===== src/rtl/keypad_scanner.sv =====
// Column-scanning 4x3 keypad front end with whole-matrix debounce and one-hot digit decode.
// Define KEYPAD_REPEAT_EN to add key_strobe auto-repeat while a single key stays held.
module keypad_scanner #(
  parameter int SETTLE_CYCLES  = 4,
  parameter int DEBOUNCE_SCANS = 3,
  parameter int REPEAT_SCANS   = 8
) (
  input  logic       clk,
  input  logic       rst,
  input  logic [3:0] row_n,
  output logic [2:0] col_n,
  output logic [9:0] keypad,
  output logic       star,
  output logic       hash,
  output logic       key_strobe
);

  localparam int SW = $clog2(SETTLE_CYCLES);
  localparam int CW = $clog2(DEBOUNCE_SCANS + 1);
  localparam logic [SW-1:0] SETTLE_LAST = SW'(SETTLE_CYCLES - 1);
  localparam logic [CW-1:0] DEB_FULL    = CW'(DEBOUNCE_SCANS);
  localparam logic [CW-1:0] CNT_ONE     = CW'(1);

  if (SETTLE_CYCLES < 3 || DEBOUNCE_SCANS < 1 || REPEAT_SCANS < 1) begin : g_param_check
    $error("keypad_scanner: illegal parameter value");
  end

  typedef enum logic [1:0] {
    COL0 = 2'd0,
    COL1 = 2'd1,
    COL2 = 2'd2
  } col_state_t;

  col_state_t      state_reg, state_next;
  logic [SW-1:0]   settle_reg, settle_next;
  logic [2:0]      col_n_reg, col_n_next;
  logic            window_end;
  logic            scan_done;

  logic [3:0]      row_meta_reg, row_sync_reg;
  logic [11:0]     snap_reg, snap_next;
  logic [11:0]     cand_reg, cand_next;
  logic [11:0]     acc_reg, acc_next;
  logic [CW-1:0]   count_reg, count_next;
  logic            acc_change;
  logic            repeat_fire;
  logic            strobe_req_reg, strobe_req_next;

  logic [9:0]      key_dec;
  logic            acc_single;
  logic [9:0]      keypad_reg;
  logic            star_reg, hash_reg, key_strobe_reg;

  // Column scan: each column window lasts SETTLE_CYCLES, rows sampled on its last cycle.
  always_comb begin
    state_next  = state_reg;
    settle_next = settle_reg + SW'(1);
    window_end  = (settle_reg == SETTLE_LAST);
    if (window_end) begin
      settle_next = '0;
      case (state_reg)
        COL0:    state_next = COL1;
        COL1:    state_next = COL2;
        default: state_next = COL0;
      endcase
    end
    case (state_next)
      COL0:    col_n_next = 3'b110;
      COL1:    col_n_next = 3'b101;
      default: col_n_next = 3'b011;
    endcase
  end

  assign scan_done = window_end && (state_reg == COL2);

  // Snapshot bit index is row*3 + column; a set bit means the key is down.
  always_comb begin
    snap_next = snap_reg;
    if (window_end) begin
      for (int r = 0; r < 4; r++) begin
        snap_next[r*3 + int'(state_reg)] = ~row_sync_reg[r];
      end
    end
  end

  // Debounce on complete snapshots; acceptance can happen on the same scan that fills the count.
  always_comb begin
    cand_next  = cand_reg;
    count_next = count_reg;
    acc_next   = acc_reg;
    if (scan_done) begin
      if (snap_next != cand_reg) begin
        cand_next  = snap_next;
        count_next = CNT_ONE;
      end else if (count_reg != DEB_FULL) begin
        count_next = count_reg + CNT_ONE;
      end
      if (count_next == DEB_FULL && cand_next != acc_reg) begin
        acc_next = cand_next;
      end
    end
  end

  assign acc_change      = (acc_next != acc_reg);
  assign strobe_req_next = (acc_change && $onehot(acc_next)) || repeat_fire;

`ifdef KEYPAD_REPEAT_EN
  localparam int RW = $clog2(REPEAT_SCANS + 1);
  localparam logic [RW-1:0] REP_LAST = RW'(REPEAT_SCANS - 1);

  logic [RW-1:0] rep_cnt_reg, rep_cnt_next;

  always_comb begin
    rep_cnt_next = rep_cnt_reg;
    repeat_fire  = 1'b0;
    if (acc_change) begin
      rep_cnt_next = '0;
    end else if (scan_done && $onehot(acc_reg)) begin
      if (rep_cnt_reg == REP_LAST) begin
        rep_cnt_next = '0;
        repeat_fire  = 1'b1;
      end else begin
        rep_cnt_next = rep_cnt_reg + RW'(1);
      end
    end
  end

  always_ff @(posedge clk) begin
    if (rst) begin
      rep_cnt_reg <= '0;
    end else begin
      rep_cnt_reg <= rep_cnt_next;
    end
  end
`else
  assign repeat_fire = 1'b0;
`endif

  // Matrix position to digit: rows 0-2 hold 1..9 in order, row 3 column 1 is digit 0.
  assign key_dec[0] = acc_reg[10];
  for (genvar gi = 1; gi < 10; gi++) begin : g_digit
    assign key_dec[gi] = acc_reg[gi-1];
  end
  assign acc_single = $onehot(acc_reg);

  always_ff @(posedge clk) begin
    if (rst) begin
      state_reg      <= COL0;
      settle_reg     <= '0;
      col_n_reg      <= 3'b110;
      row_meta_reg   <= 4'hF;
      row_sync_reg   <= 4'hF;
      snap_reg       <= '0;
      cand_reg       <= '0;
      acc_reg        <= '0;
      count_reg      <= '0;
      strobe_req_reg <= 1'b0;
      keypad_reg     <= '0;
      star_reg       <= 1'b0;
      hash_reg       <= 1'b0;
      key_strobe_reg <= 1'b0;
    end else begin
      state_reg      <= state_next;
      settle_reg     <= settle_next;
      col_n_reg      <= col_n_next;
      row_meta_reg   <= row_n;
      row_sync_reg   <= row_meta_reg;
      snap_reg       <= snap_next;
      cand_reg       <= cand_next;
      acc_reg        <= acc_next;
      count_reg      <= count_next;
      strobe_req_reg <= strobe_req_next;
      // Outputs trail acceptance by one cycle so the strobe lines up with the new levels.
      keypad_reg     <= acc_single ? key_dec : 10'd0;
      star_reg       <= acc_single & acc_reg[9];
      hash_reg       <= acc_single & acc_reg[11];
      key_strobe_reg <= strobe_req_reg;
    end
  end

  assign col_n      = col_n_reg;
  assign keypad     = keypad_reg;
  assign star       = star_reg;
  assign hash       = hash_reg;
  assign key_strobe = key_strobe_reg;

endmodule


===== config.mk =====
export PLATFORM = sky130hd
export DESIGN_NAME = keypad_scanner
export DESIGN_NICKNAME = d
export VERILOG_FILES = /design/src/rtl/keypad_scanner.sv
export SDC_FILE = /design/constraint.sdc
export NUM_CORES = 1
export LEC_CHECK = 0
export BUFFER_PORTS_ARGS = -buffer_cell sky130_fd_sc_hd__buf_2
export CORE_AREA = 2 2 121 123
export DETAILED_ROUTE_END_ITERATION = 8
export DIE_AREA = 0 0 123 125
export GPL_TIMING_DRIVEN = 0
export PLACE_DENSITY_LB_ADDON = 0.08
export SETUP_SLACK_MARGIN = 0.05
export SYNTH_ARGS = -nofsm -noshare
export SYNTH_HDL_FRONTEND = slang
export SYNTH_SLANG_ARGS = --single-unit

===== constraint.sdc =====
create_clock -name clk -period 14.4 [get_ports clk]
set_clock_uncertainty 0.1 [all_clocks]
set_input_delay 2.88 -clock clk [delete_from_list [all_inputs] [get_ports clk]]
set_output_delay 2.88 -clock clk [all_outputs]
set_load 0.05 [all_outputs]

==> results of run 1 <==
-- cell type report --
cell class / instances / area, um^2 / area share (%)
Buffer: 28 / 173.9 / 3.633
Clock buffer: 10 / 229.0 / 4.783
Clock inverter: 5 / 55.05 / 1.150
Inverter: 40 / 150.1 / 3.136
Multi-Input combinational cell: 323 / 2507 / 52.38
Sequential cell: 67 / 1341 / 28.02
Tap cell: 184 / 230.2 / 4.809
Timing Repair Buffer: 20 / 100.1 / 2.091
-- kinds of logic (layout without fill, tap and decap cells) --
logic type,after synthesis,count (layout)
DFF,67,67
AOI/OAI and AO/OA,75,75
adders and majority gates,30,30
and+or+nand+nor,162,162
buffers and inverters,68,103
xor gates and xnor gates,22,22
muxes,34,34
-- layer usage --
layer	vias to the layer above	GRT usage, %	wire length, um
li1	1624	-	-
met1	1599	23.06	5630
met2	81	25.32	5556
met3	17	3.330	579
met4	0	6.885	248
met5	-	0	0
-- where the power goes --
part           switching [mW]  total [mW]  leakage [nW]  internal, mW
logic                  0.0219      0.0338          1.36        0.0119
clock network          0.0863       0.219         0.134         0.132
registers             0.00152       0.190         0.542         0.188
total                   0.110       0.442          2.04         0.333
-- worst register-to-register path, delay by kind of cell (launching register included) --
kind,cells,cell delay [ns]
AND/OR/NAND/NOR,7,1.95
AO/OA/AOI/OAI,2,0.84
multiplexers,2,0.44
flip-flops,1,0.34
adder cells (fa/ha/maj),7,2.67
buffers and inverters,7,1.00
-- cell usage after synthesis (all sizes together), types with 5 or more instances --
library cell and number:
nand3 6, fa 14, o21ai 9, nor2 28, nor3 8, nor4 5, buf 15, xnor2 17
xor2 5, nor2b 21, nand2b 12, a21oi 20, mux2 17, ha 16, a211oi 8, dfxtp 67
inv 40, nand2 35, or2 9, mux2i 17, and2 15, clkbuf 13
-- through the flow --
step / instances / util (%) / worst slack (ns) / power (mW)
after global routing: 677 / 33.70 / 6.403 / 0.4605
after floorplan: 458 / - / 7.973 / 0.2173
after global placement: 662 / 31.70 / 6.955 / 0.2280
after CTS: 677 / 33.70 / 6.903 / 0.4484
after detailed placement: 662 / 31.70 / 7.022 / 0.2278
final: 677 / 33.70 / 6.959 / 0.4423
-- path summary, 6_finish.rpt --
| path | from | endpoint | slack, ns | cells past startpoint |
|---|---|---|---|---|
| hold / removal | row_meta_reg[1] | row_sync_reg[1] | 0.31 | 1 |
| setup reg to reg | state_reg[1] | strobe_req_reg | 6.96 | 25 |
| setup / recovery | state_reg[1] | strobe_req_reg | 6.96 | 25 |
| hold reg to reg | row_meta_reg[1] | row_sync_reg[1] | 0.31 | 1 |
==> summary.txt, run 1 <==
GRT
  – Total gr overflow: 0
  – First-pass GRT wire length: 18.99 mm
  – Vias in the first global route: 3299
  – Total global-route track usage: 16.69%
  – Largest net degree at the start of global routing: 12
  – Initial antenna violation count: 0

Critical path
  – CP required: 14.53 ns
  – Crit-path most repeated cell: fa_1
  – Slowest stage cell, crit path: a2111oi_0
  – CP Max Fanout: 10
  – Crit end category: register
  – Crit-path leading delay family: adder cells
  – Worst setup path category: reg2reg
  – Worst path bufs/invs: 7
  – Slowest stage delay, CP: 0.64 ns
  – Worst Path Arrival: 7.57 ns
  – Worst setup SP type: register

Clock tree
  – Clock H-tree levels: 3
  – Post-CTS Setup Repair Bufs: 0
  – TritonCTS Sinks: 67
  – Reg clk slew, reported paths: 0.05 ns
  – Number of CTS-inserted buffers: 9
  – Clk_lat worst skew: 0.34 ns
  – TritonCTS clock tree: yes
  – Post-CTS Hold Fix Bufs: 0
  – Clk buf depth: 2
  – Post-cts sizing count: 0
  – CTS root buffer: clkbuf_16

Yosys
  – Post-synth top area share: 32.14%
  – Largest family of logic cells by synthesized area: simple AND/OR/NAND/NOR gates
  – Average size of a mapped cell: 9.111 um^2
  – Post-synthesis mux area share: 9.745%
  – Ys flop type: dfxtp_1
  – Ys async rst share: 0%
  – Area contributors post-synth: dfxtp_1 32%, fa_1 6.7%, ha_1 4.8%
  – Count of flip-flops with a built-in enable after synthesis: 0
  – Syn nets: 494
  – Mapped cell area: 0.004173 mm^2
  – Synth Area in XOR/XNOR: 4.618%
  – Post-Synth Simple-Gate Area: 21.41%
  – Cell variety after synth: 67
  – Ys Warns: 0
  – Seq cells post-synth: 67
  – Largest area contributor in the netlist: dfxtp_1
  – Synth Area in Compound Gates: 12.80%
  – Synth Area in Adders: 11.51%
  – Syn Inst Count: 458
  – Seq/Total Area, Yosys: 32.14%

STA
  – Final hold vios: 0
  – Worst hold margin: 0.3081 ns
  – Setup TNS: 0 ns
  – Slew Limit Fails: 0
  – Slew headroom: 49.48%
  – Count of final setup violators: 0
  – Crit share post-route: 51.67%
  – Clock period minus final worst setup slack: 7.441 ns
  – Unrepaired setup endpoints after global routing: no
  – F_max: 134.4 MHz
  – Worst-Margin Slew: 0.7498 ns

Cells and area
  – FILL cells: 1530
  – Commonest non-fill, non-tap cell in the layout: dfxtp_1
  – Area grow syn2layout: 14.72%
  – Most frequent cells in the layout: 67 x dfxtp_1, 40 x inv_1, 35 x nand2_1
  – Diodes inserted: 0
  – Design area: 0.004787 mm^2
  – Final #Nets: 525
  – Layout cells sized above 1: 16.63%

Detailed routing
  – DRC Markers: 0
  – DRT Wirelength: 12.01 mm
  – Number of vias in the routed layout: 3321
  – Routed len/inst: 17.75 um
  – 1st-iter DRT viols: 192
  – Pre-Repair DR Iteration Count: 5
  – ANT nets after route: 0
  – Vias per inst: 4.905

Floorplanning
  – # rows: 44
  – Die width: 123 um
  – DIE AREA: 0.01538 mm^2
  – # IOs: 22
  – Initial core utilization: 29.38%
  – Die Ht: 125 um
  – Core area: 0.01420 mm^2

Power
  – Maximum vdd ir drop: 0.00004001 V
  – Cell Pwr Density: 92.40 mW/mm^2
  – Leakage: 2.037 nW

Run status
  – Status: finished clean

Placed design
  – Post-DP HPWL: 9.113 mm
  – I/O Buffers: 20
  – Placer Congestion: 0.8386
  – Dpl cell area: 0.004503 mm^2

Hold path
  – HP Class: reg2reg

Flow run
  – MaxCap Viol Count: 0
(Power assumes the default switching activity.)
==> inputs of run 2 (changes only) <==
- clock period: 14.4 -> 7.3 ns (I/O delays scaled with it)
==> run 2 against run 1 <==
Against the previous run:
- critical path depth is 2 lower
- global-route usage is the same
- fmax rose by 6.4%
- sequential cell count did not move
- core utilization grew 1.8 points
- final cell count grew 0.74%
- first-iteration DRC count shrank 3.6%
- via count is 0.81% higher
- sequential power is 97% higher
- highest routed layer unchanged
==> summary.txt, run 2 (same netlist as run 1, synthesis figures left out) <==
Critical path
  – CP required: 7.45 ns (-7.08 ns)
  – Slowest stage delay, CP: 0.59 ns (-0.05 ns)
  – Worst R2R Setup Slack: 0.31 ns (-6.65 ns)
  – Worst path bufs/invs: 6 (-1)
  – Reg2Reg Capture Point: strobe_req_reg
  – Slowest stage cell, crit path: fa_1
  – CP startpoint: state_reg[1]
  – Worst setup SP type: register
  – Crit-path leading delay family: adder cells
  – Worst setup path category: reg2reg
  – Crit Reg-Reg Startpoint: state_reg[1]
  – R2R cell count: 23 (-8.0%)
  – Crit path cell chain: buf_8, clkinvlp_4, ha_4, buf_8, a221o_1, a22o_1, o41ai_2, nand4_1, or3_4, or3b_4, buf_12, mux2i_4, fa_1, fa_1, fa_1, inv_1, fa_1, ha_2, inv_1, fa_2, nor4bb_4, nand2_1, nor4b_2
  – Crit end category: register
  – CP Max Fanout: 13 (+3)
  – Worst Path Arrival: 7.14 ns (-0.43 ns)
  – Crit-path most repeated cell: fa_1

Clock tree
  – Number of CTS-inserted buffers: 9 (unchanged)
  – Clk_lat worst skew: 0.34 ns (about the same)
  – TritonCTS clock tree: yes
  – Clk buf depth: 2 (unchanged)
  – Reg clk slew, reported paths: 0.06 ns (about the same)
  – TritonCTS Sinks: 67 (unchanged)
  – CTS root buffer: clkbuf_16
  – Clock H-tree levels: 3 (unchanged)

Detailed routing
  – DRT Wirelength: 12.17 mm (+1.3%)
  – DRC Markers: 0 (unchanged)
  – Pre-Repair DR Iteration Count: 4 (-1)
  – 1st-iter DRT viols: 185 (-3.6%)
  – ANT nets after route: 0 (unchanged)
  – Routed len/inst: 17.84 um (+0.53%)
  – Vias per inst: 4.909 (about the same)
  – Number of vias in the routed layout: 3348 (+0.81%)

Cells and area
  – Commonest non-fill, non-tap cell in the layout: dfxtp_1
  – Layout cells sized above 1: 23.09% (+6.5 points)
  – Area grow syn2layout: 20.78%
  – Diodes inserted: 0 (unchanged)
  – Most frequent cells in the layout: 65 x dfxtp_1, 39 x inv_1, 35 x nand2_1
  – Final #Nets: 530 (+0.95%)
  – FILL cells: 1522 (-0.52%)

Hold path
  – Worst Hold Depth: 1 (unchanged)
  – Hold Crit Start: row_meta_reg[1]
  – Hold path endpoint: row_sync_reg[1]
  – HP Class: reg2reg

GRT
  – Initial antenna violation count: 0 (unchanged)
  – Met1 Use GR: 23.09% (+0.028 points)
  – Met2 usage: 25.35% (+0.032 points)
  – Vias in the first global route: 3291 (-0.24%)
  – Met3 Track Usage GR: 3.285% (-0.046 points)
  – First-pass GRT wire length: 18.99 mm (unchanged)
  – Gr busiest metal: met2
  – Total global-route track usage: 16.69% (unchanged)
  – Total gr overflow: 0 (unchanged)
  – Largest net degree at the start of global routing: 12 (unchanged)

STA
  – Crit share post-route: 95.79% (+44 points)
  – Worst-Margin Slew: 0.6970 ns (-0.05277 ns)
  – Clock period minus final worst setup slack: 6.993 ns (-0.4484 ns)
  – Slew headroom: 53.53% (+4.0 points)
  – Unrepaired setup endpoints after global routing: no
  – Worst hold margin: 0.3079 ns (-0.0001600 ns)
  – Slew Limit Fails: 0 (unchanged)
  – Post-layout worst setup margin: 0.3073 ns (-6.652 ns)
  – Final hold vios: 0 (unchanged)
  – Count of final setup violators: 0 (unchanged)
  – F_max: 143.0 MHz (+6.4%)

Power
  – Cell Pwr Density: 174.4 mW/mm^2 (+89%)
  – Switching pwr: 0.2186 mW (+99%)
  – Maximum vdd ir drop: 0.00007840 V (+96%)
  – Part of the power in registers: 42.6% (-0.3 points)
  – Int Power: 0.6602 mW (+98%)
  – Logic pwr share: 8.4% (+0.8 points)
  – Leakage: 2.069 nW (+1.6%)
  – Clock Power Share: 49.0% (-0.4 points)
  – Switching share of total power: 24.87% (+0.069 points)

Flow run
  – MaxCap Viol Count: 0 (unchanged)

Floorplanning
  – Initial core utilization: 29.38% (unchanged)
  – Core area: 0.01420 mm^2 (unchanged)
  – # rows: 44 (unchanged)
  – Die Ht: 125 um (unchanged)
  – Die width: 123 um (unchanged)
  – # IOs: 22 (unchanged)
  – DIE AREA: 0.01538 mm^2 (unchanged)

Placed design
  – Placer Congestion: 0.8386 (unchanged)
  – I/O Buffers: 20 (unchanged)
  – Worst slack, placed: -0.07768 ns (-7.100 ns)
  – Post-DP HPWL: 9.113 mm (unchanged)

Run status
  – Status: finished clean
run 2: power by group through the flow:
stage | logic, mW | clock network (mW) | registers [mW]
after detailed placement | 0.0669 | 0 | 0.382
final | 0.0734 | 0.431 | 0.375
after CTS | 0.0675 | 0.443 | 0.374
after floorplan | 0.0442 | 0 | 0.384
after global routing | 0.0803 | 0.460 | 0.375
after global placement | 0.0674 | 0 | 0.382
run 2: worst max path at each step:
stage / to / slack [ns] / cells past startpoint
2_1_floorplan: strobe_req_reg / 0.87 / 25
3_3_place_gp: strobe_req_reg / -0.15 / 26
3_5_place_dp: strobe_req_reg / -0.08 / 26
5_1_grt: strobe_req_reg / 0.003 / 23
6_report: strobe_req_reg / 0.31 / 23
4_1_cts: strobe_req_reg / 0.05 / 26
run 2: through the flow:
stage          utilization (%)  setup TNS, ns  cells  cell area (um^2)  power [mW]
2_1_floorplan                -              0    458              4173      0.4287
3_3_place_gp             31.70        -0.1452    662              4503      0.4497
3_5_place_dp             31.70       -0.07768    662              4503      0.4493
4_1_cts                  33.82              0    676              4803      0.8850
5_1_grt                  35.48              0    682              5040      0.9153
6_report                 35.48              0    682              5040      0.8787
run 2: layout make-up:
type / instances / area, um^2 / share of cell area, %
timing repair buffer: 27 / 152.6 / 3.029
inverter: 40 / 153.9 / 3.054
buffer: 26 / 178.9 / 3.550
clock inverter: 5 / 55.05 / 1.092
clock buffer: 10 / 229.0 / 4.543
sequential: 67 / 1346 / 26.71
tap: 184 / 230.2 / 4.568
multi-input combinational: 323 / 2694 / 53.45
run 2: timing repair:
item	in CTS	in global routing
hold buffers	0	0
pin swaps	0	16
gates resized for setup	4	46
setup buffers	0	7
setup endpoints to repair	1	1
run 2: layer usage:
metal,wire (um),vias to the layer above
met5,0,-
met4,315,0
met3,517,18
met2,5625,65
met1,5709,1633
li1,-,1632
